[src/rtl/wbxbc_error_responder_if.sv]
// Wishbone-style bus bundle used on both the initiator and target side of the
// WbXbc error responder; master drives the request, slave drives the response.
interface wbxbc_error_responder_if #(
  parameter int TGT_CNT    = 4,
  parameter int ADR_WIDTH  = 16,
  parameter int DAT_WIDTH  = 16,
  parameter int SEL_WIDTH  = 2,
  parameter int TGA_WIDTH  = 1,
  parameter int TGC_WIDTH  = 1,
  parameter int TGRD_WIDTH = 1,
  parameter int TGWD_WIDTH = 1
) ();

  logic                  cyc;
  logic                  stb;
  logic                  we;
  logic                  lock;
  logic [SEL_WIDTH-1:0]  sel;
  logic [ADR_WIDTH-1:0]  adr;
  logic [DAT_WIDTH-1:0]  dat_w;
  logic [TGA_WIDTH-1:0]  tga;
  logic [TGT_CNT-1:0]    tga_tgtsel;
  logic [TGC_WIDTH-1:0]  tgc;
  logic [TGWD_WIDTH-1:0] tgd_w;

  logic                  ack;
  logic                  err;
  logic                  rty;
  logic                  stall;
  logic [DAT_WIDTH-1:0]  dat_r;
  logic [TGRD_WIDTH-1:0] tgd_r;

  modport master (
    output cyc, stb, we, lock, sel, adr, dat_w, tga, tga_tgtsel, tgc, tgd_w,
    input  ack, err, rty, stall, dat_r, tgd_r
  );

  modport slave (
    input  cyc, stb, we, lock, sel, adr, dat_w, tga, tga_tgtsel, tgc, tgd_w,
    output ack, err, rty, stall, dat_r, tgd_r
  );

endinterface

[src/rtl/wbxbc_error_responder.sv]
// Forwards target-selected accesses with zero latency and answers accesses with
// no target selected by itself (ERR or RTY), once all forwarded accesses retire.
module wbxbc_error_responder #(
  parameter int TGT_CNT         = 4,
  parameter int ADR_WIDTH       = 16,
  parameter int DAT_WIDTH       = 16,
  parameter int SEL_WIDTH       = 2,
  parameter int TGA_WIDTH       = 1,
  parameter int TGC_WIDTH       = 1,
  parameter int TGRD_WIDTH      = 1,
  parameter int TGWD_WIDTH      = 1,
  parameter int MAX_OUTSTANDING = 4,
  parameter int ERR_LATENCY     = 1,
  parameter int RTY_MODE        = 0,
  parameter int CNT_WIDTH       = 8
) (
  input  logic                     clk_i,
  input  logic                     sync_rst_i,
  wbxbc_error_responder_if.slave   itr,
  wbxbc_error_responder_if.master  tgt,
  input  logic                     err_clr_i,
  output logic [CNT_WIDTH-1:0]     err_cnt_o,
  output logic [ADR_WIDTH-1:0]     err_adr_o
);

  localparam int OCW = $clog2(MAX_OUTSTANDING + 1);
  localparam logic [OCW-1:0] OUT_MAX = OCW'(MAX_OUTSTANDING);
  localparam int DLY_INIT = (ERR_LATENCY > 1) ? ERR_LATENCY - 2 : 0;
  localparam int DLW = (DLY_INIT > 0) ? $clog2(DLY_INIT + 1) : 1;
  localparam bit GEN_RTY = (RTY_MODE != 0);

  typedef enum logic [1:0] {S_IDLE, S_DELAY, S_RESP} state_t;

  typedef struct packed {
    logic                  we;
    logic                  lock;
    logic [SEL_WIDTH-1:0]  sel;
    logic [ADR_WIDTH-1:0]  adr;
    logic [DAT_WIDTH-1:0]  dat;
    logic [TGA_WIDTH-1:0]  tga;
    logic [TGT_CNT-1:0]    tgtsel;
    logic [TGC_WIDTH-1:0]  tgc;
    logic [TGWD_WIDTH-1:0] tgd;
  } fwd_t;

  typedef struct packed {
    logic [DAT_WIDTH-1:0]  dat;
    logic [TGRD_WIDTH-1:0] tgd;
  } rd_t;

  function automatic logic [CNT_WIDTH-1:0] sat_inc(input logic [CNT_WIDTH-1:0] v);
    return (&v) ? v : v + 1'b1;
  endfunction

  state_t         state;
  logic [OCW-1:0] out_cnt;
  logic [DLW-1:0] dly_cnt;

  fwd_t fwd_req;
  rd_t  rd_rsp;
  logic run;
  logic req;
  logic mapped;
  logic idle;
  logic full;
  logic empty;
  logic fwd_beat;
  logic tgt_rsp;
  logic accept;
  logic gen;
  logic stall_c;

  assign fwd_req.we     = itr.we;
  assign fwd_req.lock   = itr.lock;
  assign fwd_req.sel    = itr.sel;
  assign fwd_req.adr    = itr.adr;
  assign fwd_req.dat    = itr.dat_w;
  assign fwd_req.tga    = itr.tga;
  assign fwd_req.tgtsel = itr.tga_tgtsel;
  assign fwd_req.tgc    = itr.tgc;
  assign fwd_req.tgd    = itr.tgd_w;

  assign tgt.we         = fwd_req.we;
  assign tgt.lock       = fwd_req.lock;
  assign tgt.sel        = fwd_req.sel;
  assign tgt.adr        = fwd_req.adr;
  assign tgt.dat_w      = fwd_req.dat;
  assign tgt.tga        = fwd_req.tga;
  assign tgt.tga_tgtsel = fwd_req.tgtsel;
  assign tgt.tgc        = fwd_req.tgc;
  assign tgt.tgd_w      = fwd_req.tgd;

  assign rd_rsp.dat = tgt.dat_r;
  assign rd_rsp.tgd = tgt.tgd_r;
  assign itr.dat_r  = rd_rsp.dat;
  assign itr.tgd_r  = rd_rsp.tgd;

  // sync_rst_i is active-low: run is high whenever the block is out of reset
  assign run    = sync_rst_i;
  assign req    = itr.cyc & itr.stb;
  assign mapped = |fwd_req.tgtsel;
  assign idle   = (state == S_IDLE);
  assign full   = (out_cnt == OUT_MAX);
  assign empty  = (out_cnt == '0);

  assign tgt.cyc  = run & itr.cyc;
  assign tgt.stb  = run & req & mapped & idle & ~full;
  assign fwd_beat = tgt.cyc & tgt.stb & ~tgt.stall;
  assign tgt_rsp  = tgt.ack | tgt.err | tgt.rty;

  // An unmapped access is only taken once every forwarded access has retired,
  // which keeps generated and target responses from ever colliding.
  assign accept = run & req & ~mapped & idle & empty;
  assign gen    = run & itr.cyc & (state == S_RESP);

  always_comb begin
    stall_c = 1'b1;
    if (run && idle) begin
      if (mapped) stall_c = tgt.stall | full;
      else        stall_c = ~empty;
    end
  end

  assign itr.stall = stall_c;
  assign itr.ack   = tgt.ack;
  assign itr.err   = tgt.err | (gen & ~GEN_RTY);
  assign itr.rty   = tgt.rty | (gen & GEN_RTY);

  always_ff @(posedge clk_i) begin
    if (!sync_rst_i) begin
      state     <= S_IDLE;
      out_cnt   <= '0;
      dly_cnt   <= '0;
      err_cnt_o <= '0;
      err_adr_o <= '0;
    end else begin
      // Simultaneous issue and retire leaves the count unchanged; a stray
      // response with nothing outstanding is passed on but not counted.
      if (!itr.cyc)                          out_cnt <= '0;
      else if (fwd_beat && !tgt_rsp)         out_cnt <= out_cnt + 1'b1;
      else if (tgt_rsp && !fwd_beat && !empty) out_cnt <= out_cnt - 1'b1;

      if (err_clr_i)  err_cnt_o <= gen ? CNT_WIDTH'(1) : '0;
      else if (gen)   err_cnt_o <= sat_inc(err_cnt_o);

      if (accept) err_adr_o <= itr.adr;

      if (!itr.cyc) begin
        state <= S_IDLE;
      end else begin
        case (state)
          S_IDLE: begin
            if (accept) begin
              if (ERR_LATENCY > 1) begin
                state   <= S_DELAY;
                dly_cnt <= DLW'(DLY_INIT);
              end else begin
                state <= S_RESP;
              end
            end
          end
          S_DELAY: begin
            if (dly_cnt == '0) state <= S_RESP;
            else               dly_cnt <= dly_cnt - 1'b1;
          end
          S_RESP:  state <= S_IDLE;
          default: state <= S_IDLE;
        endcase
      end
    end
  end

endmodule

[src/flat_wrapper.sv]
// flat-port wrapper written by rule: the top's interface ports become plain ports
module wbxbc_error_responder_flat 
#(
  parameter int TGT_CNT         = 4,
  parameter int ADR_WIDTH       = 16,
  parameter int DAT_WIDTH       = 16,
  parameter int SEL_WIDTH       = 2,
  parameter int TGA_WIDTH       = 1,
  parameter int TGC_WIDTH       = 1,
  parameter int TGRD_WIDTH      = 1,
  parameter int TGWD_WIDTH      = 1,
  parameter int MAX_OUTSTANDING = 4,
  parameter int ERR_LATENCY     = 1,
  parameter int RTY_MODE        = 0,
  parameter int CNT_WIDTH       = 8
)
  (clk_i, sync_rst_i, err_clr_i, err_cnt_o, err_adr_o, itr_cyc, itr_stb, itr_we, itr_lock, itr_sel, itr_adr, itr_dat_w, itr_tga, itr_tga_tgtsel, itr_tgc, itr_tgd_w, itr_ack, itr_err, itr_rty, itr_stall, itr_dat_r, itr_tgd_r, tgt_cyc, tgt_stb, tgt_we, tgt_lock, tgt_sel, tgt_adr, tgt_dat_w, tgt_tga, tgt_tga_tgtsel, tgt_tgc, tgt_tgd_w, tgt_ack, tgt_err, tgt_rty, tgt_stall, tgt_dat_r, tgt_tgd_r);
  wbxbc_error_responder_if #(.TGT_CNT(TGT_CNT), .ADR_WIDTH(ADR_WIDTH), .DAT_WIDTH(DAT_WIDTH), .SEL_WIDTH(SEL_WIDTH), .TGA_WIDTH(TGA_WIDTH), .TGC_WIDTH(TGC_WIDTH), .TGRD_WIDTH(TGRD_WIDTH), .TGWD_WIDTH(TGWD_WIDTH)) itr_i ();
  wbxbc_error_responder_if #(.TGT_CNT(TGT_CNT), .ADR_WIDTH(ADR_WIDTH), .DAT_WIDTH(DAT_WIDTH), .SEL_WIDTH(SEL_WIDTH), .TGA_WIDTH(TGA_WIDTH), .TGC_WIDTH(TGC_WIDTH), .TGRD_WIDTH(TGRD_WIDTH), .TGWD_WIDTH(TGWD_WIDTH)) tgt_i ();
  input  logic clk_i;
  input  logic sync_rst_i;
  input  logic err_clr_i;
  output logic [CNT_WIDTH-1:0] err_cnt_o;
  output logic [ADR_WIDTH-1:0] err_adr_o;
  input wire logic [$bits(itr_i.cyc)-1:0] itr_cyc;
  input wire logic [$bits(itr_i.stb)-1:0] itr_stb;
  input wire logic [$bits(itr_i.we)-1:0] itr_we;
  input wire logic [$bits(itr_i.lock)-1:0] itr_lock;
  input wire logic [$bits(itr_i.sel)-1:0] itr_sel;
  input wire logic [$bits(itr_i.adr)-1:0] itr_adr;
  input wire logic [$bits(itr_i.dat_w)-1:0] itr_dat_w;
  input wire logic [$bits(itr_i.tga)-1:0] itr_tga;
  input wire logic [$bits(itr_i.tga_tgtsel)-1:0] itr_tga_tgtsel;
  input wire logic [$bits(itr_i.tgc)-1:0] itr_tgc;
  input wire logic [$bits(itr_i.tgd_w)-1:0] itr_tgd_w;
  output wire logic [$bits(itr_i.ack)-1:0] itr_ack;
  output wire logic [$bits(itr_i.err)-1:0] itr_err;
  output wire logic [$bits(itr_i.rty)-1:0] itr_rty;
  output wire logic [$bits(itr_i.stall)-1:0] itr_stall;
  output wire logic [$bits(itr_i.dat_r)-1:0] itr_dat_r;
  output wire logic [$bits(itr_i.tgd_r)-1:0] itr_tgd_r;
  output wire logic [$bits(tgt_i.cyc)-1:0] tgt_cyc;
  output wire logic [$bits(tgt_i.stb)-1:0] tgt_stb;
  output wire logic [$bits(tgt_i.we)-1:0] tgt_we;
  output wire logic [$bits(tgt_i.lock)-1:0] tgt_lock;
  output wire logic [$bits(tgt_i.sel)-1:0] tgt_sel;
  output wire logic [$bits(tgt_i.adr)-1:0] tgt_adr;
  output wire logic [$bits(tgt_i.dat_w)-1:0] tgt_dat_w;
  output wire logic [$bits(tgt_i.tga)-1:0] tgt_tga;
  output wire logic [$bits(tgt_i.tga_tgtsel)-1:0] tgt_tga_tgtsel;
  output wire logic [$bits(tgt_i.tgc)-1:0] tgt_tgc;
  output wire logic [$bits(tgt_i.tgd_w)-1:0] tgt_tgd_w;
  input wire logic [$bits(tgt_i.ack)-1:0] tgt_ack;
  input wire logic [$bits(tgt_i.err)-1:0] tgt_err;
  input wire logic [$bits(tgt_i.rty)-1:0] tgt_rty;
  input wire logic [$bits(tgt_i.stall)-1:0] tgt_stall;
  input wire logic [$bits(tgt_i.dat_r)-1:0] tgt_dat_r;
  input wire logic [$bits(tgt_i.tgd_r)-1:0] tgt_tgd_r;
  assign itr_i.cyc = itr_cyc;
  assign itr_i.stb = itr_stb;
  assign itr_i.we = itr_we;
  assign itr_i.lock = itr_lock;
  assign itr_i.sel = itr_sel;
  assign itr_i.adr = itr_adr;
  assign itr_i.dat_w = itr_dat_w;
  assign itr_i.tga = itr_tga;
  assign itr_i.tga_tgtsel = itr_tga_tgtsel;
  assign itr_i.tgc = itr_tgc;
  assign itr_i.tgd_w = itr_tgd_w;
  assign itr_ack = itr_i.ack;
  assign itr_err = itr_i.err;
  assign itr_rty = itr_i.rty;
  assign itr_stall = itr_i.stall;
  assign itr_dat_r = itr_i.dat_r;
  assign itr_tgd_r = itr_i.tgd_r;
  assign tgt_cyc = tgt_i.cyc;
  assign tgt_stb = tgt_i.stb;
  assign tgt_we = tgt_i.we;
  assign tgt_lock = tgt_i.lock;
  assign tgt_sel = tgt_i.sel;
  assign tgt_adr = tgt_i.adr;
  assign tgt_dat_w = tgt_i.dat_w;
  assign tgt_tga = tgt_i.tga;
  assign tgt_tga_tgtsel = tgt_i.tga_tgtsel;
  assign tgt_tgc = tgt_i.tgc;
  assign tgt_tgd_w = tgt_i.tgd_w;
  assign tgt_i.ack = tgt_ack;
  assign tgt_i.err = tgt_err;
  assign tgt_i.rty = tgt_rty;
  assign tgt_i.stall = tgt_stall;
  assign tgt_i.dat_r = tgt_dat_r;
  assign tgt_i.tgd_r = tgt_tgd_r;
  wbxbc_error_responder #(.TGT_CNT(TGT_CNT), .ADR_WIDTH(ADR_WIDTH), .DAT_WIDTH(DAT_WIDTH), .SEL_WIDTH(SEL_WIDTH), .TGA_WIDTH(TGA_WIDTH), .TGC_WIDTH(TGC_WIDTH), .TGRD_WIDTH(TGRD_WIDTH), .TGWD_WIDTH(TGWD_WIDTH), .MAX_OUTSTANDING(MAX_OUTSTANDING), .ERR_LATENCY(ERR_LATENCY), .RTY_MODE(RTY_MODE), .CNT_WIDTH(CNT_WIDTH)) u_core (.clk_i(clk_i), .sync_rst_i(sync_rst_i), .itr(itr_i), .tgt(tgt_i), .err_clr_i(err_clr_i), .err_cnt_o(err_cnt_o), .err_adr_o(err_adr_o));
endmodule
[config.mk]
export PLATFORM = sky130hd
export DESIGN_NAME = wbxbc_error_responder_flat
export DESIGN_NICKNAME = d
export VERILOG_FILES = /design/src/rtl/wbxbc_error_responder_if.sv /design/src/rtl/wbxbc_error_responder.sv /design/src/flat_wrapper.sv
export SDC_FILE = /design/constraint.sdc
export NUM_CORES = 1
export LEC_CHECK = 0
export ABC_AREA = 1
export CORE_MARGIN = 2
export CORE_UTILIZATION = 34
export CTS_CLUSTER_DIAMETER = 60
export DETAILED_ROUTE_END_ITERATION = 12
export MAX_ROUTING_LAYER = met4
export PLACE_DENSITY = 0.86
export SKIP_CTS_REPAIR_TIMING = 1
export SLEW_MARGIN = 25
export SYNTH_ARGS = -nofsm -noshare
export SYNTH_HDL_FRONTEND = slang
export SYNTH_SLANG_ARGS = --single-unit
[constraint.sdc]
create_clock -name clk_i -period 3.7 [get_ports clk_i]
set_clock_uncertainty 0.2 [all_clocks]
set_input_delay 0.74 -clock clk_i [delete_from_list [all_inputs] [get_ports clk_i]]
set_output_delay 0.74 -clock clk_i [all_outputs]
set_load 0.01 [all_outputs]
# [Word level (Yosys, flattened, before mapping)]
# Cells that the tools add are included.
[word_totals] input_bits=69 latch_bits=0 romBits=0 memories=0 regBits=30 ramBits=0 wordCells=64
[classes] div=0 muxes=12 eq_ne=6 add_sub_neg=4 magnitude_cmp=0 n_bitwise=20 n_reduce_logical=17 shift=0 n_mul=0
[op_table] cell="$mux 8" count=3
[op_table] cell="$and 1x1->1" count=12
[op_table] cell="$add 8x1->8 const B" count=1
[op_table] cell="$reduce_and 2->1" count=4
[op_table] cell="$reduce_and 8->1" count=1
[op_table] cell="$mux 3" count=2
[op_table] cell="$ne 2x2->1 const B" count=3
[op_table] cell="$logic_and 1x1->1" count=4
[op_table] cell="$mux 1" count=4
[op_table] cell="$mux 2" count=2
[op_table] cell="$not 1->1" count=4
[op_table] cell="$or 1x1->1" count=4
[op_table] cell="$pmux 2 s2" count=1
[op_table] cell="$reduce_bool 2->1" count=2
[op_table] cell="$reduce_or 4->1" count=1
[op_table] cell="$add 3x1->3 const B" count=1
[op_table] cell="$eq 3x3->1 const B" count=1
[op_table] cell="$logic_not 1->1" count=3
[op_table] cell="$logic_not 3->1" count=1
[op_table] cell="$sub 3x1->3 const B" count=1
[op_table] cell="$eq 2x1->1 const B" count=1
[op_table] cell="$eq 2x2->1 const B" count=1
[op_table] cell="$logic_not 2->1" count=1
[op_table] cell="$sub 1x1->1 const B" count=1

# [Depth between registers and ports, before layout]
[depth] word_depth=12 mapped_depth=11 depth_no_buf=11

# [Worst setup path before layout]
# No wires, ideal clock.
[synth_path] path_type="input to output" startpoint="input port sync_rst_i" endpoint="output port itr_err" required_ns=2.760 t_arrival_ns=1.269 path_buffers=1 setup_slack_ns=1.491 stages=4 cell_sequence="buf_6 -> nand2_4 -> nor2_8 -> or2_2"
[synth_via] elab_chain_cells=3
[synth_lines] element="from (decl)" line_no="flat_wrapper.sv:21" rtl="input logic sync_rst_i;"
[synth_lines] element="$and 1x1->1 (2 in a row)" line_no="wbxbc_error_responder.sv:114" rtl="assign gen = run & itr.cyc & (state == S_RESP);"
[synth_lines] element="$or 1x1->1" line_no="wbxbc_error_responder.sv:126" rtl="assign itr.err = tgt.err | (gen & ~GEN_RTY);"
[synth_lines] element="to (decl)" line_no="flat_wrapper.sv:37" rtl="output wire logic [$bits(itr_i.err)-1:0] itr_err;"
# No other way between the ends.

# [Final worst setup path]
[layout_path] startpoint="input port sync_rst_i" endpoint="output port tgt_stb"
[layout_via] elab_chain_cells=4
[layout_lines] element="$and 1x1->1 (4 in a row)" line_no="wbxbc_error_responder.sv:107" rtl="assign tgt.stb = run & req & mapped & idle & ~full;"
[layout_lines] element="to (decl)" line_no="flat_wrapper.sv:43" rtl="output wire logic [$bits(tgt_i.stb)-1:0] tgt_stb;"
# No other way between the ends.

==> out/metrics.cfg <==
[yosys]
syn-mean-instance-area_um2=7.33
synthSimpleGateAreaFrac_pct=25.9
syn_inst=247
synth_cell_types=31
synth_top_area_share_pct=30.9
synth_area_mm2=0.00181
synthesis.nets=318
synth_top_family_by_area=buffers and inverters
yosysTopAreaCell=dfxtp_1
synth-compound-area-share_pct=9.39
ys.flop_type=dfxtp_1
yosys_warnings=0
ys_seq_elements=28
synth_seq_area_share_pct=30.9
synthArstFlopShare_pct=0
synth.top_cells.by_count=62 x buf_4, 49 x nor2_1, 28 x dfxtp_1
synth_edf_count=0
synthAdderAreaFrac_pct=1.80
synth.area.mux_share_pct=0
synth_xor_area_share_pct=0
synth_most_common_cell=buf_4
synthTopCellsByArea=dfxtp_1 31%, buf_4 26%, nor2_1 10%

[place]
place_congestion=0.746
pre_cts_ws_ns=0.443
io_buffer_count=78
place_hpwl_mm=3.00

[cells_and_area]
seq_area_um2=561
fill_cells=553
antennaDiodeCount=0
syn2layout_area_growth_pct=23.2
fin_nets=336
multi_input_area_um2=672
drive_gt1_share_pct=10.3

[floorplan]
rows=26
initial_core_util_pct=35.2
fp.dieH_um=77.0
dieArea_mm2=0.00593
io_pins=159
die_w_um=77.0
coreArea_mm2=0.00514

[critical_path]
crit_type=in2out
cp-end-kind=primary output
critPathLaunchType=input pin
worstReg2RegStart=u_core.out_cnt[0]
critPathRequiredTime_ns=2.76
path_max_fanout=7
rr_worst_depth=10
cp_data_arrival_time_ns=2.29
timing.rr.end=u_core.out_cnt[2]
r2r_setup_slack_ns=1.69

[timing]
worst_pin_slew_ns=0.416
timing.setup.tns_ns=0
max_freq_mhz=309
slew_viol_final=0
slew_headroom_pct=72.1
finalCriticalPeriod_ns=3.23
finalHoldViolations=0
finalSetupViolations=0
min_period_over_period_pct=87.4
rsz0062_at_grt=no
setup_ws_ns=0.467

[routing]
viasPerCell=4.50
vias=1499
route.detailed.drc=0
ant_nets=0
drt_iter0_markers=58
drt-total-wl_mm=3.69
dr.pass1.iters=4
wl_per_cell_um=11.1

[hold_path]
min_to=u_core.err_cnt_o[4]
min_path_type=reg2reg
hp-start=u_core.err_cnt_o[4]
hold_depth=2

[clocking]
clk_path_buf_depth=2
insertion_delay_ns=0.27
cts_max_level=1
cts.clk_slew.worst_paths_ns=0.09
cts_tree=yes
numCtsBuffers=3
cts_root_buf=clkbuf_8
clkSinkCount=28

[power]
p_clk_share_pct=27.9
p_leak_uw=0.000887
seqPwrFrac_pct=52.9
vdd_drop_max_mv=0.108
switchingPower_uw=137
p_comb_share_pct=19.2
switching_share_pct=23.7
p_per_area_mw_per_mm2=259
p_int_uw=441

[global_routing]
grt_max_degree=18
antenna_found_initial=0
grt_pass1_wl_mm=6.12
grtUsageTotal_pct=12.9
overflow=0
grt_pass1_vias=1420

[run]
cap_violations=0

[run_status]
outcome=complete, no violations

-- worst max-delay path by stage --
stage	to	start	slack (ns)	cells after the start
floorplan	itr_err	sync_rst_i	1.49	4
global placement	tgt_stb	sync_rst_i	0.44	4
detailed placement	tgt_stb	sync_rst_i	0.44	4
CTS	tgt_stb	sync_rst_i	0.44	4
global route	itr_stall	itr_tga_tgtsel[1]	0.38	7
finish	tgt_stb	sync_rst_i	0.47	4
-- critical path: stages --
cell and delay (ns):
clkdlybuf4s50_1 0.67, nand2_2 0.14, nor3_1 0.19, clkdlybuf4s50_1 0.56
-- state kept, by name (all words and copies together), names as in the netlist --
register and flops:
u_core.state 1, u_core.err_cnt_o 8, u_core.err_adr_o 16, u_core.out_cnt 3
-- layout make-up --
type	count	area share [%]
repair buffers	79	35.3
well taps	70	3.92
clock buffers	3	1.85
inverters	21	3.70
flip-flops and latches	28	25.1
multi-input cells	132	30.1
-- power by group through the flow --
stage	clock (µW)	sequential (µW)	combinational, µW
2_1_floorplan	0	313	102
3_3_place_gp	0	313	109
3_5_place_dp	0	313	111
4_1_cts	169	306	112
5_1_grt	180	307	121
6_report	161	306	111
-- cells by family (layout without fill, tap and decap cells) --
group,count (synthesis),count (layout)
and+or+nand+nor,99,99
buffers and inverters,87,103
AOI/OAI and AO/OA,31,31
DFF,28,28
adders and majority gates,2,2
-- per-stage QoR --
step                hold slack (ns)  utilization [%]  total power [µW]  area (µm²)  cells
finish                        0.269             43.4               578        2230    333
global route                  0.310             43.4               607        2230    333
CTS                           0.275             43.4               587        2230    333
detailed placement            0.263             42.6               424        2190    330
global placement              0.256             42.6               422        2190    330
floorplan                     0.285                -               415        1810    247
-- routing by layer --
metal | wire [µm] | GRT usage [%]
met4 | 84 | 5.71
met1 | 1510 | 13.7
met2 | 1840 | 22.5
met3 | 264 | 3.53
met5 | 0 | -
-- layout by cell type, fill, tap and decap left out, types with 2 or more instances in the layout --
cell type	netlist	final
nand3_1	8	8
a21oi_2	2	2
o21ai_1	13	13
o21ai_0	8	8
clkbuf_8	0	3
nor2_2	5	5
dfxtp_1	28	28
inv_2	2	2
nand2_2	7	7
clkdlybuf4s50_1	0	78
nor2_1	49	49
a21oi_1	5	5
inv_1	16	16
nand4_1	4	4
nand2_1	20	20
Note: power is estimated with default switching activity, not from simulation.
